--- config.mk ---
export PLATFORM = sky130hd
export DESIGN_NAME = ycbcr_to_rgb_flat
export DESIGN_NICKNAME = d
export VERILOG_FILES = /design/src/rtl/ycbcr_to_rgb_if.sv /design/src/rtl/ycbcr_to_rgb.sv /design/src/flat_wrapper.sv
export SDC_FILE = /design/constraint.sdc
export NUM_CORES = 1
export LEC_CHECK = 0
export ABC_AREA = 1
export CAP_MARGIN = 20
export CORE_UTILIZATION = 60
export CTS_BUF_LIST = sky130_fd_sc_hd__clkbuf_8
export DETAILED_ROUTE_END_ITERATION = 6
export DONT_BUFFER_PORTS = 1
export GPL_TIMING_DRIVEN = 0
export PLACE_DENSITY = 0.87
export SETUP_SLACK_MARGIN = 0.4
export SLEW_MARGIN = 20
export SYNTH_ARGS = -nofsm -noshare
export SYNTH_HDL_FRONTEND = slang
export SYNTH_SLANG_ARGS = --single-unit
--- constraint.sdc ---
create_clock -name clk -period 10.9 [get_ports clk]
set_input_delay 2.18 -clock clk [delete_from_list [all_inputs] [get_ports clk]]
set_output_delay 2.18 -clock clk [all_outputs]
set_load 0.1 [all_outputs]
--- src/rtl/ycbcr_to_rgb_if.sv ---
// AXI4-Stream video beat bundle used on both sides of the YCbCr-to-RGB converter.
// The master drives data, valid and sideband. The slave drives ready.
`timescale 1ns/1ps
interface ycbcr_to_rgb_if;
  logic [23:0] tdata;
  logic        tvalid;
  logic        tready;
  logic        tlast;
  logic        tuser;

  modport master (output tdata, output tvalid, output tlast, output tuser, input  tready);
  modport slave  (input  tdata, input  tvalid, input  tlast, input  tuser, output tready);
endinterface

--- src/rtl/ycbcr_to_rgb.sv ---
// YCbCr to RGB colour-space converter: a 3-stage fixed-point pipeline with valid/ready backpressure.
// Optional macro YCBCR_TO_RGB_BYPASS_EN adds a per-beat bypass input that passes tdata through unconverted.
`timescale 1ns/1ps
module ycbcr_to_rgb #(
  parameter int CIN_OFFSET = 128,
  parameter int FRAC_BITS  = 8
) (
  input  logic clk,
  input  logic rst,
`ifdef YCBCR_TO_RGB_BYPASS_EN
  input  logic bypass,
`endif
  ycbcr_to_rgb_if.slave  s_axis_video,
  ycbcr_to_rgb_if.master m_axis_video
);

  // Handshake: a beat moves on an edge where valid and ready are both high.
  // Stage k loads when it is empty or when stage k+1 loads, so bubbles collapse.
  // Upstream ready is the stage-1 load term, forced low during reset.

  localparam logic signed [17:0] K_R_CR = 18'sd359;
  localparam logic signed [17:0] K_G_CB = 18'sd88;
  localparam logic signed [17:0] K_G_CR = 18'sd183;
  localparam logic signed [17:0] K_B_CB = 18'sd454;
  localparam logic signed [17:0] ROUND  = 18'(1 << (FRAC_BITS - 1));
  localparam logic        [8:0]  CIN    = 9'(CIN_OFFSET);

  logic load1, load2, load3;

  // Stage 1: luma and offset-removed chroma
  logic              v1, last1, user1;
  logic        [7:0] y1;
  logic signed [8:0] dcb1, dcr1;

  // Stage 2: rounded chroma contributions
  logic              v2, last2, user2;
  logic        [7:0] y2;
  logic signed [9:0] rr2, rg2, rb2;

  // Stage 3: saturated output
  logic              v3, last3, user3;
  logic       [23:0] rgb3;

`ifdef YCBCR_TO_RGB_BYPASS_EN
  logic        bp1, bp2;
  logic [23:0] raw1, raw2;
`endif

  logic signed [8:0]  dcb_n, dcr_n;
  logic signed [17:0] dcb18, dcr18;
  logic signed [9:0]  rr_n, rg_n, rb_n;
  logic signed [10:0] y11, r_sum, g_sum, b_sum;
  logic        [23:0] rgb_n;

  function automatic logic [7:0] sat8(input logic signed [10:0] v);
    if (v < 11'sd0)
      return 8'h00;
    else if (v > 11'sd255)
      return 8'hFF;
    else
      return 8'(v);
  endfunction

  always_comb begin
    load3 = !v3 || m_axis_video.tready;
    load2 = !v2 || load3;
    load1 = !v1 || load2;
  end

  assign s_axis_video.tready = load1 && !rst;

  always_comb begin
    dcb_n = $signed(s_axis_video.tdata[15:8] - CIN);
    dcr_n = $signed(s_axis_video.tdata[23:16] - CIN);
    if (s_axis_video.tdata[15:8] < CIN)
      dcb_n = -$signed({1'b0, CIN - s_axis_video.tdata[15:8]});
    if (s_axis_video.tdata[23:16] < CIN)
      dcr_n = -$signed({1'b0, CIN - s_axis_video.tdata[23:16]});
  end

  always_comb begin
    dcb18 = 18'(dcb1);
    dcr18 = 18'(dcr1);
    rr_n  = 10'((K_R_CR * dcr18 + ROUND) >>> FRAC_BITS);
    rg_n  = 10'((K_G_CB * dcb18 + K_G_CR * dcr18 + ROUND) >>> FRAC_BITS);
    rb_n  = 10'((K_B_CB * dcb18 + ROUND) >>> FRAC_BITS);
  end

  always_comb begin
    y11   = $signed({3'b000, y2});
    r_sum = y11 + 11'(rr2);
    g_sum = y11 - 11'(rg2);
    b_sum = y11 + 11'(rb2);
    rgb_n = {sat8(r_sum), sat8(b_sum), sat8(g_sum)};
`ifdef YCBCR_TO_RGB_BYPASS_EN
    if (bp2)
      rgb_n = raw2;
`endif
  end

  always_ff @(posedge clk) begin
    if (rst) begin
      v1    <= 1'b0;
      last1 <= 1'b0;
      user1 <= 1'b0;
      y1    <= 8'h00;
      dcb1  <= 9'sd0;
      dcr1  <= 9'sd0;
    end else if (load1) begin
      v1    <= s_axis_video.tvalid;
      last1 <= s_axis_video.tlast;
      user1 <= s_axis_video.tuser;
      y1    <= s_axis_video.tdata[7:0];
      dcb1  <= dcb_n;
      dcr1  <= dcr_n;
    end
  end

  always_ff @(posedge clk) begin
    if (rst) begin
      v2    <= 1'b0;
      last2 <= 1'b0;
      user2 <= 1'b0;
      y2    <= 8'h00;
      rr2   <= 10'sd0;
      rg2   <= 10'sd0;
      rb2   <= 10'sd0;
    end else if (load2) begin
      v2    <= v1;
      last2 <= last1;
      user2 <= user1;
      y2    <= y1;
      rr2   <= rr_n;
      rg2   <= rg_n;
      rb2   <= rb_n;
    end
  end

  always_ff @(posedge clk) begin
    if (rst) begin
      v3    <= 1'b0;
      last3 <= 1'b0;
      user3 <= 1'b0;
      rgb3  <= 24'h000000;
    end else if (load3) begin
      v3    <= v2;
      last3 <= last2;
      user3 <= user2;
      rgb3  <= rgb_n;
    end
  end

`ifdef YCBCR_TO_RGB_BYPASS_EN
  // The raw beat rides alongside the converted terms so a bypassed beat keeps the same latency.
  always_ff @(posedge clk) begin
    if (rst) begin
      bp1  <= 1'b0;
      raw1 <= 24'h000000;
      bp2  <= 1'b0;
      raw2 <= 24'h000000;
    end else begin
      if (load1) begin
        bp1  <= bypass;
        raw1 <= s_axis_video.tdata;
      end
      if (load2) begin
        bp2  <= bp1;
        raw2 <= raw1;
      end
    end
  end
`endif

  assign m_axis_video.tdata  = rgb3;
  assign m_axis_video.tvalid = v3;
  assign m_axis_video.tlast  = last3;
  assign m_axis_video.tuser  = user3;

endmodule

--- src/flat_wrapper.sv ---
// flat-port wrapper written by rule: the top's interface ports become plain ports
module ycbcr_to_rgb_flat 
#(
  parameter int CIN_OFFSET = 128,
  parameter int FRAC_BITS  = 8
)
  (clk, rst, s_axis_video_tdata, s_axis_video_tvalid, s_axis_video_tlast, s_axis_video_tuser, s_axis_video_tready, m_axis_video_tdata, m_axis_video_tvalid, m_axis_video_tlast, m_axis_video_tuser, m_axis_video_tready);
  ycbcr_to_rgb_if s_axis_video_i ();
  ycbcr_to_rgb_if m_axis_video_i ();
  input  logic clk;
  input  logic rst;
  input wire logic [$bits(s_axis_video_i.tdata)-1:0] s_axis_video_tdata;
  input wire logic [$bits(s_axis_video_i.tvalid)-1:0] s_axis_video_tvalid;
  input wire logic [$bits(s_axis_video_i.tlast)-1:0] s_axis_video_tlast;
  input wire logic [$bits(s_axis_video_i.tuser)-1:0] s_axis_video_tuser;
  output wire logic [$bits(s_axis_video_i.tready)-1:0] s_axis_video_tready;
  output wire logic [$bits(m_axis_video_i.tdata)-1:0] m_axis_video_tdata;
  output wire logic [$bits(m_axis_video_i.tvalid)-1:0] m_axis_video_tvalid;
  output wire logic [$bits(m_axis_video_i.tlast)-1:0] m_axis_video_tlast;
  output wire logic [$bits(m_axis_video_i.tuser)-1:0] m_axis_video_tuser;
  input wire logic [$bits(m_axis_video_i.tready)-1:0] m_axis_video_tready;
  assign s_axis_video_i.tdata = s_axis_video_tdata;
  assign s_axis_video_i.tvalid = s_axis_video_tvalid;
  assign s_axis_video_i.tlast = s_axis_video_tlast;
  assign s_axis_video_i.tuser = s_axis_video_tuser;
  assign s_axis_video_tready = s_axis_video_i.tready;
  assign m_axis_video_tdata = m_axis_video_i.tdata;
  assign m_axis_video_tvalid = m_axis_video_i.tvalid;
  assign m_axis_video_tlast = m_axis_video_i.tlast;
  assign m_axis_video_tuser = m_axis_video_i.tuser;
  assign m_axis_video_i.tready = m_axis_video_tready;
  ycbcr_to_rgb #(.CIN_OFFSET(CIN_OFFSET), .FRAC_BITS(FRAC_BITS)) u_core (.clk(clk), .rst(rst), .s_axis_video(s_axis_video_i), .m_axis_video(m_axis_video_i));
endmodule
# Word level (Yosys, flattened, before mapping)
# Index checks and enable logic that the tools add are counted.
# op_classes
n_shift	0
n_mux	8
n_eq_ne	0
magnitude_cmp	8
n_div	0
n_bitwise	0
addsub	13
reduce_logical	8
n_mul	4
# ops
cell	n
$add 18x9->18 const B	3
$mux 8	6
$gt 11x9->1 const B	3
$lt 11x1->1 const B	3
$add 9x10->11	2
$add 18x18->18	1
$mul 10x9->18 const A	1
$mul 9x9->18 const A	1
$mux 9	2
$neg 9->9	2
$sub 8x8->9 const A	2
$sub 8x8->9 const B	2
$mul 9x9->17 const A	1
$lt 8x8->1 const B	2
$mul 5x9->14 const A	1
$sub 9x10->11	1
$logic_not 1->1	4
$logic_or 1x1->1	3
$logic_and 1x1->1	1
# totals
word_cells	58
memories	0
latch_bits	0
register_bits	97
input_bits	30
mem_bits_ro	0
ramBits	0

# Logic depth before layout (Yosys ltp)
# Gate-level depths: netlist of run 1.
# depth
word_depth	5
ltp_mapped	27
depth_no_buf	27

# Worst setup path before layout of run 1
# OpenSTA, ideal clock, no wires.
# synth_path
path_type	input to output
from	input m_axis_video_tready
to	output s_axis_video_tready
t_required_ns	8.720
n_path_buf	1
t_arrival_ns	3.396
stages	7
path_slack_ns	5.324
path_cell_list	nor2_1 > inv_1 > nor2_1 > nand2_1 > clkbuf_1 > nand2_1 > inv_1
# synth_via
elab_chain_cells	4
# synth_lines
item	line_no	text
from (decl)	flat_wrapper.sv:21	input wire logic [$bits(m_axis_video_i.tready)-1:0] m_axis_video_tready;
$logic_or 1x1->1	ycbcr_to_rgb.sv:65	load3 = !v3 || m_axis_video.tready;
$logic_or 1x1->1	ycbcr_to_rgb.sv:66	load2 = !v2 || load3;
$logic_or 1x1->1	ycbcr_to_rgb.sv:67	load1 = !v1 || load2;
$logic_and 1x1->1	ycbcr_to_rgb.sv:70	assign s_axis_video.tready = load1 && !rst;
to (decl)	flat_wrapper.sv:16	output wire logic [$bits(s_axis_video_i.tready)-1:0] s_axis_video_tready;
# No other way between the ends.

# Final worst setup path of run 1
# Same ends and word-level chain as after synthesis.

==> summary.txt, run 1 <==
Finish
  – Highest-count cells in the layout ignoring fill and taps: inv_1, nand2_1, ha_1, a21oi_1, nand3_1
  – Core Util, Final: 63.9%
  – Most common cell after layout, fill and taps aside: inv_1
  – FF+latch area: 0.00190 mm^2
  – Number of diodes: 0
  – Nets: around 1700
  – Layout fillers: about 1500
  – Area delta synth->final: 4.36%
  – Area of the multi-input gates: 0.00742 mm^2
  – Share of layout cells above drive strength 1: 3.65%

Setup path
  – Critical path data required time: 8720 ps
  – Crit path max-delay family: buffers and inverters
  – CP Depth: 7
  – CP peak stage delay: 650 ps
  – Worst setup path endpoint: s_axis_video_tready
  – Worst EP arrival: 3890 ps
  – Crit. Startpoint: m_axis_video_tready
  – CP Launch Type: primary input
  – Crit end category: output port
  – Worst Path Max Fanout: 10
  – FF-to-FF End: u_core.rg2[9]
  – Worst reg2reg path startpoint: u_core.dcb1[3]
  – Crit-path slowest cell: inv_1
  – Reg2Reg Depth: 23
  – CP bufs+invs: 3
  – Worst-path cell chain: nor2_1 -> inv_1 -> nor2_1 -> nand2_1 -> clkbuf_1 -> nand2_1 -> inv_1
  – CP Class: primary input to output port
  – Flop2flop setup slack: 5580 ps

CTS
  – Post-CTS sizing: 0
  – Inserted Clock Buffers: 9
  – Post-CTS Repair Setup Buffers: 0
  – Worst-skew pair later-pin latency: between 300 and 400 ps
  – CTS root buf: clkbuf_8
  – Clock-pin transition on the worst setup and hold timing paths: 90 ps
  – Htree depth: 3
  – CTS sink count: 95
  – Hold-fix buffers, CTS: 0
  – TritonCTS clock tree: built
  – Clock Path Buffers: 2

Outcome
  – Outcome: complete, no violations

STA
  – Hold Fails Final Rpt: 0
  – Max-slew violations: 0
  – Crit path time final: roughly 6100 ps
  – Fin crit share: 55.7%
  – Least-Margin Pin Slew: 1020 ps
  – RSZ-0062 raised after global routing: no
  – Setup TNS: 0 ps
  – Fmax: about 0.16 GHz
  – Final setup vio count: 0
  – Clk_skew: 11.0 ps
  – Relative slew slack: 31.9%

Synth
  – Compound-gate portion of the synthesized area: 11.1%
  – Synthesized instance count: 1438
  – Combinational family with the most area after synthesis: adder cells
  – Post-synth EDFFs: 0
  – Ys async rst share: 0%
  – Post-Synth Adder-Cell Area: 34.2%
  – Simple-gate share of the synthesized area: a little over 20%
  – Synth Area in XOR/XNOR: 4.59%
  – Post-synth cell types: 35
  – Post-Syn Nets: between 1500 and 2000
  – Post-synthesis mux area share: 0%
  – Yosys warning total: 0
  – Synth Area per Inst: 7.34 um^2
  – Register area share after synthesis: roughly 18%
  – Seq cells post-synth: 95
  – Post-synth top flop: dfxtp_1
  – Cell Area, Synth: 0.0106 mm^2

GRT
  – Initial antenna violation count: 0
  – Vias in the first global route: ~8700
  – GRT Residual Overflow: 0
  – All-layer global routing usage: 27.8%
  – Largest net degree at the start of global routing: 18
  – First-pass GRT wire length: 40000 um

Floorplan
  – Site Rows: between 40 and 50
  – Starting Density: slightly above 60%
  – Io pins: 58
  – Die width: 135 um
  – Die ar.: 0.0181 mm^2
  – Floorplan Core Area: roughly 0.017 mm^2
  – Die Y-Extent: 135 um

Routing
  – Via count: 9007
  – DRC viols: 0
  – Detail Route Antenna Nets: 0
  – Starting DRT DRC Count: 558
  – Avg WL per Cell: roughly 14 um
  – DR pass1 iterations: 5
  – Vias/cell: 5.36
  – Total wire length: 24100 um

Min path
  – Hold crit path type: flip-flop to flip-flop

Placement
  – PortBufs: 0
  – Hpwl dp: 20300 um
  – Routability cong.: 0.916

Power and ir drop
  – Leakage: 6.05 nW
  – P per Cell Area: 185 mW/mm^2
  – Maximum vdd ir drop: 161 uV

Flow run
  – MaxCap Viol Count: 0
[worst reg2reg max path: stages (launching register included)]
cell and delay, ps:
dfxtp_1 540, ha_1 330, fa_1 470, ha_1 370, nand3_1 100, nand2_1 130
a21oi_1 80, o21ai_0 190, xnor2_1 140, inv_1 50, ha_1 260, inv_1 50
fa_1 460, fa_1 540, inv_1 40, ha_1 350, a21oi_1 290, o21ai_0 180
a211oi_1 290, nand2_1 80, nand2_1 60, nand3_1 90, nand2_1 100, inv_1 40
[worst min path at each step]
stage               cells past startpoint         start                         end  slack, ps
detailed placement                      2  u_core.y1[7]                u_core.y1[7]        480
floorplan                               2     u_core.v2  u_core.m_axis_video.tvalid        440
CTS                                     2     u_core.v2  u_core.m_axis_video.tvalid        490
global route                            2  u_core.user1                u_core.user1        510
finish                                  2  u_core.y1[7]                u_core.y1[7]        490
global placement                        2  u_core.user2                u_core.user2        460
[flip-flops by register name, indices dropped and copies added (netlist names)]
name / cells
u_core.dcb1: 8
u_core.dcr1: 8
u_core.last1: 1
u_core.last2: 1
u_core.m_axis_video.tdata: 24
u_core.m_axis_video.tlast: 1
u_core.m_axis_video.tuser: 1
u_core.m_axis_video.tvalid: 1
u_core.rb2: 10
u_core.rg2: 10
u_core.rr2: 10
u_core.user1: 1
u_core.user2: 1
u_core.v1: 1
u_core.v2: 1
u_core.y1: 8
u_core.y2: 8
[synthesized netlist by cell type, types with 13 or more instances]
cell type,number,area share [%]
inv_1,293,10
nand2_1,251,8.9
ha_1,173,21
a21oi_1,119,5.6
nand3_1,109,5.2
nor2_1,108,3.8
dfxtp_1,95,18
fa_1,72,14
o21ai_0,50,2.4
xor2_1,30,2.5
clkbuf_1,22,0.78
xnor2_1,16,1.3
nand4_1,13,0.77
[cells by family after synthesis]
family | after synthesis
AND/OR/NAND/NOR | 508
AO/OA/AOI/OAI | 212
buffers and inverters | 327
adder cells (fa/ha/maj) | 245
flip-flops | 95
XOR/XNOR | 51
[power breakdown]
part	leakage (nW)	internal, W	total [W]	switching (W)
Clock	0.0856	0.0000852	0.000218	0.000133
Sequential	0.788	0.000414	0.000638	0.000224
Combinational	5.18	0.000445	0.00118	0.000737
[metrics by stage]
stage                     instances  worst slack, ps  cell area, um^2  total power, W  hold WS (ps)
after floorplan                1438             5320            10600         0.00155           436
after global placement         1663             4970            10800         0.00177           461
after detailed placement       1663             4920            10800         0.00180           475
after CTS                      1679             4920            11000         0.00203           489
after global routing           1679             4800            11000         0.00224           509
final                          1679             4830            11000         0.00204           489
[layer usage]
layer  global-route usage [%]  wire [um]
met1                     35.0      10900
met2                     47.7      11200
met3                     4.73       1140
met4                     10.2        872
met5                        0          0
[final cells by class]
cell class                      instances  area share [%]
Clock inverter                          7           0.500
Buffer                                 31            1.16
Tap cell                              225            2.56
Multi-Input combinational cell       1016            67.3
Clock buffer                            9            1.12
Inverter                              296            10.1
Sequential cell                        95            17.3
Power figures use the tool's default switching activity.
==> inputs of run 2 (changes only) <==
--- a/config.mk
+++ b/config.mk
@@ -12,7 +12,7 @@
 export DETAILED_ROUTE_END_ITERATION = 6
 export DONT_BUFFER_PORTS = 1
 export GPL_TIMING_DRIVEN = 0
-export PLACE_DENSITY = 0.87
+export PLACE_DENSITY = 0.9
 export SETUP_SLACK_MARGIN = 0.4
 export SLEW_MARGIN = 20
 export SYNTH_ARGS = -nofsm -noshare
==> constraint.sdc (replaced) <==
create_clock -name clk -period 5.1 [get_ports clk]
set_input_delay 1.02 -clock clk [delete_from_list [all_inputs] [get_ports clk]]
set_output_delay 1.02 -clock clk [all_outputs]
set_load 0.1 [all_outputs]
==> run 2 against run 1 <==
Combinational power rose to 2.6 times the previous value. Critical path type is now flip-flop to flip-flop. Count of clock-buffer cells in the layout did not move. Global-route usage rose by 1.8 points. Worst hold slack got worse by 22 ps. Clock power rose by 120%. Highest routed layer unchanged. Final area rose by 4.5%. Critical path depth rose by 14. Sequential share of layout area fell by 0.45 points. Register-to-register slack got worse by 5300 ps. The run now ends with DRC left. Sequential power rose by 110%. Utilization rose by 2.9 points. Critical endpoint is now u_core.rg2[1]. Non-clock buffer count rose by 17.
==> summary.txt, run 2 (synthesis results as in run 1) <==
Power and ir drop
  – Pint: 0.00230 W (+140%)
  – Sw Pwr: 0.00264 W (+140%)
  – Leakage: 6.17 nW (+1.9%)
  – Sequential Power Share: 27.5% (-3.8 points)
  – P per Cell Area: 430 mW/mm^2 (+130%)
  – Combinational share of power: 62.8% (+4.8 points)
  – Sw Ratio: 53.4% (-0.23 points)
  – Overall Power: 0.00495 W (+140%)
  – Clock power share: 9.7% (-1.0 points)
  – Maximum vdd ir drop: 362 uV (+130%)

STA
  – Relative slew slack: 33.9% (+1.9 points)
  – Hold Fails Final Rpt: 0 (unchanged)
  – Fin crit share: 95.0%
  – Final setup vio count: 0 (unchanged)
  – Crit path time final: 4840 ps
  – Max-slew violations: 0 (unchanged)
  – Clk_skew: 21.5 ps (+10.5 ps)
  – Fmax: between 0.2 and 0.25 GHz
  – RSZ-0062 raised after global routing: yes
  – Fin Hold WS: 467 ps (-21.8 ps)
  – Least-Margin Pin Slew: 991 ps (-28.5 ps)
  – Final worst slack: 256 ps (-4580 ps)
  – Setup TNS: 0 ps (unchanged)

Routing
  – Starting DRT DRC Count: 615 (+10%)
  – Via count: 9418 (+4.6%)
  – Total wire length: 26700 um (+11%)
  – Avg WL per Cell: 15.8 um (+9.7%)
  – Detail Route Antenna Nets: 0 (unchanged)
  – DRC viols: 1 (+1)
  – DR pass1 iterations: 7 (+2)
  – Vias/cell: 5.55 (+3.5%)

Floorplan
  – Floorplan Core Area: 0.0172 mm^2 (unchanged)
  – Site Rows: 48 (unchanged)
  – Die ar.: 0.0181 mm^2 (unchanged)
  – Io pins: 58 (unchanged)
  – Die Y-Extent: 135 um (unchanged)
  – Starting Density: 61.3% (unchanged)
  – Die width: 135 um (unchanged)

GRT
  – Initial antenna violation count: 0 (unchanged)
  – All-layer global routing usage: 29.6% (+1.8 points)
  – First-pass GRT wire length: 42400 um (+6.0%)
  – GRT Residual Overflow: 0 (unchanged)
  – Vias in the first global route: 8915 (+3.0%)
  – Largest net degree at the start of global routing: 18 (unchanged)

Placement
  – PortBufs: 0 (unchanged)
  – Hpwl dp: 20700 um (+1.7%)
  – Setup Slack @ Placement: -205 ps (-5130 ps)
  – Routability cong.: 0.893 (-2.5%)

CTS
  – CTS root buf: clkbuf_8
  – Hold-fix buffers, CTS: 0 (unchanged)
  – CTS sink count: 95 (unchanged)
  – Clock Path Buffers: 2 (unchanged)
  – Worst-skew pair later-pin latency: 400 ps (+20 ps)
  – Clock-pin transition on the worst setup and hold timing paths: 110 ps (+20 ps)
  – Htree depth: 3 (unchanged)
  – Inserted Clock Buffers: 9 (unchanged)
  – TritonCTS clock tree: built

Finish
  – Nets: 1741 (+0.99%)
  – Highest-count cells in the layout ignoring fill and taps: inv_1, nand2_1, ha_1, a21oi_1, nand3_1
  – Max reg flops: 24 (unchanged)
  – Most common cell after layout, fill and taps aside: inv_1
  – Area delta synth->final: 9.03%
  – Number of diodes: 0 (unchanged)
  – Layout fillers: 1321 (-12%)
  – Share of layout cells above drive strength 1: 9.18% (+5.5 points)

Outcome
  – Failing checks: DRC
  – Outcome: finished with violations

Setup path
  – Worst Path Max Fanout: 5 (-5)
  – CP Launch Type: flip-flop
  – Worst EP arrival: 5190 ps (+1300 ps)
  – Crit end category: flip-flop
  – Critical path data required time: 5440 ps (-3280 ps)
  – CP Class: flip-flop to flip-flop

Min path
  – Hold crit path type: flip-flop to flip-flop

Flow run
  – MaxCap Viol Count: 0 (unchanged)
## run 2: changes by cell type in the layout (fill, tap and decap cells not counted), sizes merged
cell    before  now
inv        299  297
clkinv       1    3
buf          9   26
## run 2: per-stage QoR
step                      util (%)  cell area (um^2)  cells
after floorplan                  -             10600   1438
after global placement        62.9             10800   1663
after detailed placement      62.9             10800   1663
after CTS                     65.4             11300   1688
after global routing          66.8             11500   1696
final                         66.8             11500   1696
## run 2: what timing repair did
item | 4_1_cts | 5_1_grt
endpoints found under the setup margin | 14 | 22
gates resized for setup | 44 | 47
pin swaps | 18 | 24
setup buffers | 9 | 8
## run 2: metal layers
metal | routed length, um | share of wire (%) | track usage, %
met4 | 1090 | 4.1 | 11.4
met5 | 0 | 0 | 0
met3 | 1550 | 5.8 | 4.65
met2 | 12700 | 48 | 51.1
met1 | 11400 | 42 | 36.9
## run 2: final cells by class
| cell class | count | area [um^2] | area share (%) |
|---|---|---|---|
| inverters | 296 | 1110 | 9.68 |
| well taps | 225 | 282 | 2.45 |
| clock buffers | 9 | 124 | 1.08 |
| flip-flops and latches | 95 | 1940 | 16.8 |
| plain buffers | 31 | 130 | 1.13 |
| multi-input cells | 1016 | 7740 | 67.2 |
| clock inverters | 7 | 56.3 | 0.489 |
| repair buffers | 17 | 131 | 1.14 |
## run 2: worst paths after layout
check | from | end | slack, ps | depth (start not counted)
setup / recovery | u_core.dcb1[1] | u_core.rg2[1] | 260 | 21
hold / removal | u_core.v2 | u_core.m_axis_video.tvalid | 470 | 2
setup reg to reg | u_core.dcb1[1] | u_core.rg2[1] | 260 | 21
hold reg to reg | u_core.v2 | u_core.m_axis_video.tvalid | 470 | 2
## run 2: critical path, cell delays in order, from the launching register on
cell and delay (ps):
dfxtp_4 390, ha_4 240, fa_1 560, ha_4 230, a21oi_4 120, nand2_2 90, buf_6 120, xor2_1 140
inv_1 80, fa_1 480, fa_1 510, inv_1 50, fa_1 510, inv_2 60, ha_4 240, a21oi_4 200
o21ai_4 100, buf_4 150, or2_2 260, nand3_1 70, o211ai_1 90, inv_1 80
## run 2: power groups by stage
stage / Sequential (W) / Combinational [W] / Clock (W)
4_1_cts: 0.00136 / 0.00274 / 0.000480
3_3_place_gp: 0.00137 / 0.00239 / 0
3_5_place_dp: 0.00138 / 0.00249 / 0
2_1_floorplan: 0.00134 / 0.00197 / 0
5_1_grt: 0.00138 / 0.00346 / 0.000505
6_report: 0.00136 / 0.00311 / 0.000479
